**config.mk**
```make
export PLATFORM = sky130hd
export DESIGN_NAME = decode_hazard_ctrl
export DESIGN_NICKNAME = d
export VERILOG_FILES = /design/src/rtl/decode_hazard_ctrl.sv
export SDC_FILE = /design/constraint.sdc
export NUM_CORES = 1
export LEC_CHECK = 0
export CORE_ASPECT_RATIO = 0.6
export CORE_MARGIN = 10
export CORE_UTILIZATION = 48
export CTS_CLUSTER_DIAMETER = 50
export DETAILED_ROUTE_END_ITERATION = 8
export PLACE_DENSITY = 0.82
export SYNTH_ARGS = -nofsm -noshare
export SYNTH_HDL_FRONTEND = slang
export SYNTH_SLANG_ARGS = --single-unit
```
**constraint.sdc**
```tcl
create_clock -name clk -period 2.2 [get_ports clk]
set_input_delay 0.44 -clock clk [delete_from_list [all_inputs] [get_ports clk]]
set_output_delay 0.44 -clock clk [all_outputs]
set_load 0.02 [all_outputs]
```
**src/rtl/decode_hazard_ctrl.sv**
```systemverilog
// Decode-stage hazard controller: shift scoreboard of in-flight writes, stall/bubble
// generation and post-redirect flush window. Optional macro: DECODE_HAZARD_BYPASS_EN.
module decode_hazard_ctrl #(
  parameter int REG_AW    = 3,
  parameter int DEPTH     = 3,
  parameter int FLUSH_CYC = 2,
  parameter int CNT_W     = 16
) (
  input  logic                       clk,
  input  logic                       rst,
  input  logic                       id_valid,
  input  logic [REG_AW-1:0]          id_rs,
  input  logic                       id_rs_used,
  input  logic [REG_AW-1:0]          id_rt,
  input  logic                       id_rt_used,
  input  logic [REG_AW-1:0]          id_rd,
  input  logic                       id_regwrt,
  input  logic                       ex_redirect,
  output logic                       stall,
  output logic                       bubble,
  output logic [REG_AW-1:0]          wb_rd,
  output logic                       wb_regwrt,
  output logic [$clog2(DEPTH+1)-1:0] inflight_cnt,
  output logic [CNT_W-1:0]           stall_cnt
);

  localparam int IW = $clog2(DEPTH+1);
  localparam int FW = (FLUSH_CYC > 1) ? $clog2(FLUSH_CYC) : 1;
`ifdef DECODE_HAZARD_BYPASS_EN
  // Regfile forwards same-cycle writes, so the oldest slot needs no compare.
  localparam int NCMP = DEPTH - 1;
`else
  localparam int NCMP = DEPTH;
`endif

  logic [DEPTH-1:0]             vld_pipe;
  logic [DEPTH-1:0]             v_nxt;
  logic [DEPTH-1:0][REG_AW-1:0] slot_rd;
  logic [DEPTH-1:0]             rs_hit, rt_hit;
  logic [FW-1:0]                flush_ctr;
  logic [IW-1:0]                cnt_nxt;
  logic                         haz, flush_act;

  genvar k;
  generate
    for (k = 0; k < DEPTH; k++) begin : g_cmp
      assign rs_hit[k] = (k < NCMP) && vld_pipe[k] && (slot_rd[k] == id_rs);
      assign rt_hit[k] = (k < NCMP) && vld_pipe[k] && (slot_rd[k] == id_rt);
    end
    // A redirect kills the wrong-path write as it moves from slot 0 to slot 1.
    for (k = 1; k < DEPTH; k++) begin : g_shift
      assign v_nxt[k] = vld_pipe[k-1] & ~((k == 1) & ex_redirect);
    end
  endgenerate

  assign haz       = id_valid & ((id_rs_used & (|rs_hit)) | (id_rt_used & (|rt_hit)));
  assign flush_act = ex_redirect | (flush_ctr != '0);
  assign stall     = haz & ~flush_act;
  assign bubble    = haz | flush_act;
  assign v_nxt[0]  = id_valid & id_regwrt & ~bubble;

  always_comb begin
    cnt_nxt = '0;
    for (int i = 0; i < DEPTH; i++) cnt_nxt = cnt_nxt + IW'(v_nxt[i]);
  end

  assign wb_rd     = slot_rd[DEPTH-1];
  assign wb_regwrt = vld_pipe[DEPTH-1];

  always_ff @(posedge clk or negedge rst) begin
    if (!rst) begin
      vld_pipe     <= '0;
      slot_rd      <= '0;
      flush_ctr    <= '0;
      inflight_cnt <= '0;
      stall_cnt    <= '0;
    end else begin
      vld_pipe     <= v_nxt;
      inflight_cnt <= cnt_nxt;
      slot_rd[0]   <= id_rd;
      for (int i = 1; i < DEPTH; i++) slot_rd[i] <= slot_rd[i-1];
      if (ex_redirect)
        flush_ctr <= FW'(FLUSH_CYC - 1);
      else if (flush_ctr != '0)
        flush_ctr <= flush_ctr - 1'b1;
      if (stall && (stall_cnt != '1))
        stall_cnt <= stall_cnt + 1'b1;
    end
  end

endmodule
```
## Word level (Yosys, flattened, before mapping)

Cells that the tools add are included.

- Bits in registers: 31
- Bits of input ports: 16
- Output and inout port bits: 24
- Word-level logic and storage cells: 42

- $add $sub $neg: 4
- Equal/unequal tests: 7
- Mux-type cells: 2
- Bitwise gates (word level): 13
- Reduce and logical (&&, ||, !) cells: 9

Operators with widths:

| operator | count |
|---|---|
| $eq 3x3->1 | 6 |
| $add 16x1->16 const B | 1 |
| $ne 16x16->1 const B | 1 |
| $and 1x1->1 | 7 |
| $logic_and 1x1->1 | 7 |
| $reduce_or 3->1 | 2 |
| $not 1->1 | 3 |
| $or 1x1->1 | 3 |
| $add 1x1->2 | 1 |
| $add 2x1->2 | 1 |
| $mux 1 | 2 |
| $sub 1x1->1 const B | 1 |

## Depth between registers and ports, before layout

Gate-level depths: netlist of run 1.

- Depth after elaboration: 11
- Gate-level depth with buffers: 9
- Depth with buffers taken out: 7

## Worst setup path after synthesis of run 1

OpenSTA, ideal clock, no wires.

- Kind: input-to-reg
- Start point: input port id_rt[1]
- End point: register inflight_cnt[0]
- Setup time: 136 ps
- Data arrival time: 2060 ps
- Data required time: 2064 ps
- Setup slack: 5 ps
- Cell stages on the path: 7
- Buffers on the path: 0
- Cell sequence: xnor2_1 nand4_1 nand3_1 a22oi_1 o21ai_0 nor2_1 fa_1

- Longest elaborated chain between the ends: 11
- Elaborated cells on any way between the ends: 15
- Those cells by class: 2 x add/sub; 3 x eq/ne; 6 x bitwise; 4 x reduce/logical

Ends and longest elaborated chain:

| item | line | RTL |
|---|---|---|
| start, declared | 14 | `input logic [REG_AW-1:0] id_rt,` |
| $eq 3x3->1 | 48 | `assign rt_hit[k] = (k < NCMP) && vld_pipe[k] && (slot_rd[k] == id_rt);` |
| $logic_and 1x1->1 | 48 |  |
| $reduce_or 3->1 (*) | 56 | `assign haz = id_valid & ((id_rs_used & (\|rs_hit)) \| (id_rt_used & (\|rt_hit)));` |
| $and 1x1->1 (*) | 56 |  |
| $or 1x1->1 (*) | 56 |  |
| $and 1x1->1 (*) | 56 |  |
| $or 1x1->1 (*) | 59 | `assign bubble = haz \| flush_act;` |
| via bubble | 20 | `output logic bubble,` |
| $not 1->1 (*) | 60 | `assign v_nxt[0] = id_valid & id_regwrt & ~bubble;` |
| $and 1x1->1 (*) | 60 |  |
| via v_nxt[0] | 37 | `logic [DEPTH-1:0] v_nxt;` |
| $add 1x1->2 (*) | 64 | `for (int i = 0; i < DEPTH; i++) cnt_nxt = cnt_nxt + IW'(v_nxt[i]);` |
| $add 2x1->2 (*) | 64 |  |
| via cnt_nxt[0] | 41 | `logic [IW-1:0] cnt_nxt;` |
| end signal, assigned | 79 | `inflight_cnt <= cnt_nxt;` |
| end, declared | 23 | `output logic [$clog2(DEPTH+1)-1:0] inflight_cnt,` |

Mark *: on every way through the listed nets, which the timed path passes. The rest lies on a longest branch.
A chain may end at the register's enable or synchronous reset.

## Worst setup path after layout of run 1

- Start point: input port id_rs[2]
- End point: output port stall

- Longest elaborated chain between the ends: 7
- Elaborated cells on any way between the ends: 11
- Those cells by class: 3 x eq/ne; 4 x bitwise; 4 x reduce/logical

Ends and longest elaborated chain:

| item | line | RTL |
|---|---|---|
| start, declared | 12 | `input logic [REG_AW-1:0] id_rs,` |
| $eq 3x3->1 | 47 | `assign rs_hit[k] = (k < NCMP) && vld_pipe[k] && (slot_rd[k] == id_rs);` |
| $logic_and 1x1->1 | 47 |  |
| $reduce_or 3->1 (*) | 56 |  |
| $and 1x1->1 (*) | 56 |  |
| $or 1x1->1 (*) | 56 |  |
| $and 1x1->1 (*) | 56 |  |
| $and 1x1->1 (*) | 58 | `assign stall = haz & ~flush_act;` |
| end, declared | 19 | `output logic stall,` |

Mark *: on every way between the ends. The rest lies on a longest branch, timed or not.

==> flow_summary.ini, run 1 <==
[die]
fp.dieH_um = 63.5
die_area_sq_um = 5880
fp-row-count = 15
initial_core_util_pct = 51.5
die_width_um = 92.6
core-area_sq_um = 2950
io_pins = 40

[power]
powerDensity_nw_per_um2 = 567
leakage_nw = 0.947
ir_drop_v = 0.000412
total_power_mw = 1.17

[setup_path]
r2r_start = stall_cnt[0]
critPathLaunchType = input port
cp-end-kind = primary output
r2r_setup_slack_ps = 160
required_ps = 1760
path_max_fanout = 3
worstPathArrival_ps = 1620
crit_type = in -> out
r2r-end = stall_cnt[1]
reg2reg_depth = 6

[global_route]
gr-total-overflow = 0
grt_use_total_pct = 12.6
grt_max_degree = 32
first_global_vias = 1216
grt_pass1_wl_mm = 6.01
antenna_found_initial = 1

[sta]
finalCritPeriodShare_pct = 93.5
rsz0062_at_grt = false
tightestPinTransition_ps = 382
slew_headroom_pct = 74.5
fin_skew_ps = 4.49
slew_violations = 0
setup_viol = 0
final_hold_viol_count = 0
fin_crit_ps = 2060
timing.hold.ws_ps = 443
fmax_mhz = 486

[drt]
vias_per_cell = 5.23
routed_wl_mm = 3.62
drtPass1Iterations = 4
vias = 1172
drt_iter0_markers = 43
ant_nets = 0
avgRoutedWirePerCell_um = 16.2
drc = 0

[synth]
yosysWarnings = 0
netlist-cell-type-count = 31
synthCells = 132
yosysSeqAreaShare_pct = 51.2
synthFlopType = dfrtp_1
netlist.area_leader.share_pct = 51.2
synth_top_area_cell = dfrtp_1
yosys-top-cells-area = dfrtp_1 51%, xnor2_1 10%, xor2_1 8.1%
synth_edf_count = 0
syn_area_sq_um = 1520
synthesis.nets = 150
async_flop_share_pct = 100
synth-seq-cells = 31
avgSynthCellArea_sq_um = 11.5

[clock_tree]
cts_tree = done
cts.sinks = 31
clock_latency_ps = 280
cts_buffer_depth = 2
h-tree-depth = 2
cts_buffers = 5
clk_pin_slew_worst_paths_ps = 60
cts_hold_buf = 0
root_buffer = clkbuf_8

[min_path]
hold_start = slot_rd[1]
hold_class = reg -> reg
whs_endpoint = slot_rd[4]
holdPathStages = 0

[final_layout]
final_cell_count_no_fill = 224
drive_above_1_share_pct = 15.5
final_util_pct = 69.9
nNetsFinal = 199
fillCellCount = 223
design_area_sq_um = 2060
syn_to_final_growth_pct = 35.8

[placed_design]
placed_cell_area_sq_um = 1980
gp_congestion = 0.803
dp_cells = 216
io_buffer_count = 39
hpwl_mm = 2.89

[outcome]
status = finished clean

[run]
cap_violations = 0
## state kept, by name, indices dropped and copies added, names as in the netlist
register and cells:
wb_rd 3, vld_pipe 3, inflight_cnt 2, slot_rd 6, stall_cnt 16, flush_ctr 1
## kinds of logic (layout without fill, tap and decap cells)
| kind of cell | Yosys count | count (layout) | synth area share, % |
|---|---|---|---|
| compound gates | 4 | 4 | 2.31 |
| xor+xnor | 32 | 32 | 18.5 |
| fa+ha+maj | 2 | 2 | 2.15 |
| buf+inv | 8 | 57 | 3.80 |
| flops | 31 | 31 | 51.2 |
| mux | 2 | 2 | 1.73 |
| other cells | 0 | 1 | 0 |
| simple gates | 53 | 53 | 20.4 |
## placed cells by master (no fill, tap or decap), types with 2 or more instances in the layout
| cell type | count |
|---|---|
| and2_1 | 2 |
| nor3_1 | 3 |
| and4bb_2 | 2 |
| nor2_1 | 8 |
| nand2_1 | 8 |
| clkdlybuf4s50_1 | 31 |
| inv_1 | 2 |
| buf_4 | 9 |
| nand3_1 | 11 |
| clkbuf_8 | 6 |
| xnor2_1 | 17 |
| dlygate4sd2_1 | 6 |
| buf_2 | 2 |
| xor2_1 | 14 |
| dfrtp_1 | 31 |
| nand4_1 | 9 |
## where the power goes
group | leakage [nW] | switching, mW | internal [mW]
combinational | 0.491 | 0.0547 | 0.0654
sequential | 0.409 | 0.0163 | 0.585
clock | 0.0471 | 0.201 | 0.245
total | 0.947 | 0.272 | 0.895
## timing repair
| item | 4_1_cts | 5_1_grt |
|---|---|---|
| pin swaps | 3 | 2 |
| endpoints found under the setup margin | 5 | 2 |
| buffers inserted | 0 | 0 |
| resized for setup | 16 | 2 |
## per-stage QoR
stage / setup WS (ps) / setup TNS, ps
final: 144 / 0
after global routing: 26.2 / 0
after global placement: -533 / -2840
after CTS: 15.7 / 0
after floorplan: 4.79 / 0
after detailed placement: -611 / -4090
## synthesized netlist by cell type, types with 2 or more instances
cell type	count
and4bb_2	2
buf_4	3
inv_1	2
nor2_1	9
buf_6	2
nand3_1	11
nand4_1	9
nand2_1	8
xor2_1	14
nor3_1	3
dfrtp_1	31
and2_1	2
xnor2_1	18
## layout make-up
class | instances | area (sq um) | area share (%)
tap | 42 | 52.6 | 2.55
inverter | 2 | 7.51 | 0.365
timing repair buffer | 48 | 440 | 21.4
antenna | 1 | 2.50 | 0.122
multi-input combinational | 93 | 693 | 33.7
sequential | 31 | 776 | 37.7
clock buffer | 6 | 82.6 | 4.01
clock inverter | 1 | 5.00 | 0.243
## per-layer routing
metal  vias to the layer above  global-route usage, %  part of all wire [%]
met5                         -                      0                     0
met1                       576                   14.0                    43
met2                        33                   21.0                    49
met4                         0                   4.21                   1.5
li1                        557                      -                     -
met3                         6                   5.79                   7.0
## worst max path at each step
stage           startpoint         endpoint  slack, ps
3_3_place_gp      id_rt[0]           bubble       -530
3_5_place_dp      id_rt[0]           bubble       -610
6_report          id_rs[2]            stall        140
4_1_cts        ex_redirect            stall         20
5_1_grt           id_rs[2]            stall         30
2_1_floorplan     id_rt[1]  inflight_cnt[0]          5
## worst max-delay path, stage by stage
cell,delay (ps)
dlygate4sd2_1,340
xnor2_1,150
nand4_1,140
a31oi_1,230
a41oi_2,80
inv_1,80
buf_2,160
Power figures use the tool's default switching activity.
==> run 2, diff against run 1 <==
--- a/config.mk
+++ b/config.mk
@@ -10,6 +10,7 @@
 export CORE_UTILIZATION = 48
 export CTS_CLUSTER_DIAMETER = 50
 export DETAILED_ROUTE_END_ITERATION = 8
+export GPL_TIMING_DRIVEN = 0
 export PLACE_DENSITY = 0.82
 export SYNTH_ARGS = -nofsm -noshare
 export SYNTH_HDL_FRONTEND = slang
==> flow_summary.ini, run 2 (synthesis results as in run 1) <==
[final_layout]
largest_reg_flops = 16
fillCellCount = 233
antenna_cells = 0
final_common_cell = dfrtp_1
top_regs = stall_cnt x16, slot_rd x6
syn_to_final_growth_pct = 39.1
drive_above_1_share_pct = 21.0
design_area_sq_um = 2110
final_cell_count_no_fill = 223
multiInputGateArea_sq_um = 766
final_cell_mix = 30 x dfrtp_1, 28 x clkdlybuf4s50_1, 14 x xor2_1
regMostFlops = stall_cnt
regArea_sq_um = 777
nNetsFinal = 198
final_util_pct = 71.6

[power]
leakage_nw = 0.978
powerDensity_nw_per_um2 = 546
ir_drop_v = 0.000474
total_power_mw = 1.15

[sta]
tightestPinTransition_ps = 677
slew_headroom_pct = 54.9
final_hold_viol_count = 0
fin_crit_ps = 2100
fin_skew_ps = 6.49
fmax_mhz = 476
rsz0062_at_grt = true
finalCritPeriodShare_pct = 95.4
layout_setup_ws_ps = 101
slew_violations = 0
setup_viol = 0

[global_route]
grt_max_degree = 32
gr-total-overflow = 0
antenna_found_initial = 0
first_global_vias = 1224
grt_use_total_pct = 13.6
grt_pass1_wl_mm = 6.26

[drt]
drtPass1Iterations = 4
routed_wl_mm = 3.83
drc = 0
avgRoutedWirePerCell_um = 17.2
vias = 1128
drt_iter0_markers = 59
ant_nets = 0
vias_per_cell = 5.06

[setup_path]
crit_type = reg -> out
worstPathArrival_ps = 1660
cp-end-kind = primary output
critPathLaunchType = flip-flop
path_max_fanout = 3
required_ps = 1760

[placed_design]
place_ws_ps = -912
placed_cell_area_sq_um = 1960
dp_cells = 213
hpwl_mm = 2.85
io_buffer_count = 39
gp_congestion = 0.839

[run]
cap_violations = 0

[clock_tree]
h-tree-depth = 2
cts_buffers = 5
clk_pin_slew_worst_paths_ps = 60
clock_latency_ps = 280
root_buffer = clkbuf_8
cts.sinks = 31
cts_buffer_depth = 2
cts_hold_buf = 0
cts_tree = done

[die]
die_area_sq_um = 5880
io_pins = 40
initial_core_util_pct = 51.5
fp-row-count = 15
fp.dieH_um = 63.5
core-area_sq_um = 2950
die_width_um = 92.6

[min_path]
hold_class = in -> async

[outcome]
status = finished clean
run 2: what timing repair did:
item	4_1_cts	5_1_grt
gates resized for setup	23	15
setup endpoints to repair	5	2
pin swaps	7	9
gates cloned	0	0
buffers inserted	2	1
run 2: area by class of cell:
cell class              count  area share [%]
inverters                   2           0.356
plain buffers               5            1.84
well taps                  42            2.49
clock buffers               7            3.62
flip-flops and latches     31            36.8
clock inverters             1           0.237
multi-input cells          93            36.3
repair buffers             42            18.3
run 2: worst paths after layout:
path / to / cells after the start / slack [ps] / from
setup / recovery: bubble / 6 / 100 / slot_rd[3]
hold / removal: stall_cnt[2] / 1 / 200 / rst
setup reg to reg: stall_cnt[3] / 8 / 130 / stall_cnt[0]
hold reg to reg: wb_rd[1] / 0 / 470 / slot_rd[4]
max in group asynchronous: slot_rd[0] / 1 / 1530 / rst
min in group clk: wb_rd[1] / 0 / 470 / slot_rd[4]
run 2: report_power, final:
group / leakage, nW / internal (mW) / total [mW] / switching, mW
logic: 0.528 / 0.0679 / 0.128 / 0.0605
clock network: 0.0422 / 0.221 / 0.420 / 0.198
registers: 0.408 / 0.585 / 0.604 / 0.0190
run 2: metal layers:
| layer | GRT usage, % | routed length [um] | share of wire [%] |
|---|---|---|---|
| met1 | 16.6 | 1720 | 45 |
| met2 | 21.4 | 1860 | 49 |
| met3 | 4.96 | 206 | 5.4 |
| met4 | 4.60 | 45 | 1.2 |
| met5 | 0 | 0 | 0 |
run 2: critical path, cell delays in order, from the launching register on:
cell and delay [ps]:
dfrtp_1 460, xnor2_2 180, nand4_1 120, nand3_2 130, a22oi_1 230, o21ai_1 100, buf_4 170
run 2: metrics by stage:
step	setup TNS [ps]	hold WS (ps)
2_1_floorplan	0	144
3_3_place_gp	-4200	422
3_5_place_dp	-5790	438
4_1_cts	0	452
5_1_grt	-16.8	247
6_report	0	197
==> run 3, diff against run 2 <==
--- a/config.mk
+++ b/config.mk
@@ -5,6 +5,7 @@
 export SDC_FILE = /design/constraint.sdc
 export NUM_CORES = 1
 export LEC_CHECK = 0
+export CAP_MARGIN = 20
 export CORE_ASPECT_RATIO = 0.6
 export CORE_MARGIN = 10
 export CORE_UTILIZATION = 48
==> flow_summary.ini, run 3 (synthesis results as in run 1) <==
[sta]
setup_viol = 1
tightestPinTransition_ps = 733
rsz0062_at_grt = true
fin_skew_ps = 1.71
fmax_mhz = 447
slew_headroom_pct = 51.0
fin_crit_ps = 2230
tns_ps = -34.9
slew_violations = 0
layout_setup_ws_ps = -34.9
finalCritPeriodShare_pct = 102
final_hold_viol_count = 0

[final_layout]
antenna_cells = 0
largest_reg_flops = 16
syn_to_final_growth_pct = 44.4
multiInputGateArea_sq_um = 743
final_common_cell = dfrtp_1
drive_above_1_share_pct = 21.6
nNetsFinal = 207
fillCellCount = 203
final_cell_mix = 31 x dfrtp_1, 30 x clkdlybuf4s50_1, 17 x xnor2_1
regArea_sq_um = 776
final_util_pct = 74.3
top_regs = stall_cnt x16, slot_rd x6
regMostFlops = stall_cnt

[global_route]
grt_max_degree = 18
first_global_vias = 1234
gr-total-overflow = 0
grt_use_total_pct = 13.8
antenna_found_initial = 0
grt_pass1_wl_mm = 6.40

[die]
die_area_sq_um = 5880
core-area_sq_um = 2950
fp-row-count = 15
io_pins = 40
initial_core_util_pct = 51.5
fp.dieH_um = 63.5
die_width_um = 92.6

[clock_tree]
cts_tree = done
clk_pin_slew_worst_paths_ps = 60
cts.sinks = 31
cts_buffers = 5
cts_buffer_depth = 2
root_buffer = clkbuf_8
clock_latency_ps = 280
cts_hold_buf = 0
h-tree-depth = 2

[drt]
drt_iter0_markers = 65
drtPass1Iterations = 4
avgRoutedWirePerCell_um = 17.4
ant_nets = 0
routed_wl_mm = 4.03
drc = 0
vias_per_cell = 5.19
vias = 1205

[run]
cap_violations = 0

[setup_path]
cp_cell_sequence = dlygate4sd2_1, xnor2_1, nand4_1, a31oi_4, a41oi_4, buf_6, inv_2, buf_6
cp-end-kind = primary output
path_max_fanout = 4
cp_top_family = buffers and inverters
required_ps = 1760
critPathLaunchType = input port
cp_slowest_stage_delay_ps = 290
path_buf_inv = 4
crit_top_cell = buf_6
crit_type = in -> out
crit_slowest_cell = dlygate4sd2_1
worstPathArrival_ps = 1790

[power]
leakage_nw = 1.01
pwr-share-seq_pct = 52.4
power.internal_mw = 0.876
clockPowerShare_pct = 36.2
p_switching_mw = 0.271
swShare_pct = 23.6
powerDensity_nw_per_um2 = 524
ir_drop_v = 0.000388
pwr-share-comb_pct = 11.4

[outcome]
violations = negative setup slack
status = finished with violations

[min_path]
hold_class = reg -> reg

[placed_design]
io_buffer_count = 39
gp_congestion = 0.839
hpwl_mm = 2.91
run 3: timing repair:
item	4_1_cts	5_1_grt
gates cloned	0	0
setup buffers	2	8
pin swaps	5	12
setup endpoints to repair	3	2
resized for setup	24	9
run 3: area by class of cell:
cell class	count	area share (%)
Multi-Input combinational cell	93	33.9
Sequential cell	31	35.4
Timing Repair Buffer	50	21.9
Tap cell	42	2.40
Buffer	6	2.29
Clock inverter	1	0.229
Inverter	2	0.343
Clock buffer	7	3.49
run 3: final timing paths:
kind	startpoint	end	slack [ps]	cells past startpoint
worst max-delay path	id_rs[1]	stall	-30	8
worst min-delay path	slot_rd[4]	wb_rd[1]	440	0
worst max register to register	slot_rd[4]	stall_cnt[12]	80	8
worst min register to register	slot_rd[4]	wb_rd[1]	440	0
max in group asynchronous	rst	stall_cnt[12]	1070	2
min in group asynchronous	rst	slot_rd[2]	600	1
run 3: worst register-to-register path, cell delays in order (launching register included):
cell and delay (ps):
dfrtp_1 410, xnor2_1 200, nand4_1 210, a31oi_4 280, a41oi_4 70, buf_4 170
buf_4 160, nor3_4 170, mux2_2 340
run 3: stage by stage:
| stage | hold slack (ps) | setup slack [ps] | power, mW | instance area [sq um] | cells |
|---|---|---|---|---|---|
| floorplan | 144 | 4.79 | 0.658 | 1520 | 132 |
| global placement | 422 | -841 | 0.726 | 1960 | 213 |
| detailed placement | 433 | -874 | 0.738 | 1990 | 214 |
| CTS | 447 | 7.80 | 1.16 | 2100 | 224 |
| global route | 463 | -102 | 1.20 | 2190 | 232 |
| finish | 442 | -34.9 | 1.15 | 2190 | 232 |
run 3: power by group through the flow:
stage          clock network (mW)  logic [mW]  registers, mW
2_1_floorplan                   0      0.0458          0.613
3_3_place_gp                    0       0.116          0.610
3_5_place_dp                    0       0.127          0.611
4_1_cts                     0.433       0.126          0.601
5_1_grt                     0.458       0.141          0.602
6_report                    0.415       0.131          0.602
run 3: metal layers:
metal  track usage [%]  part of all wire [%]  vias to the layer above
met1              15.7                    42                      594
met4              5.56                   2.2                        0
met5                 0                     0                        -
met3              5.44                   6.9                       11
li1                  -                     -                      562
met2              22.7                    49                       38
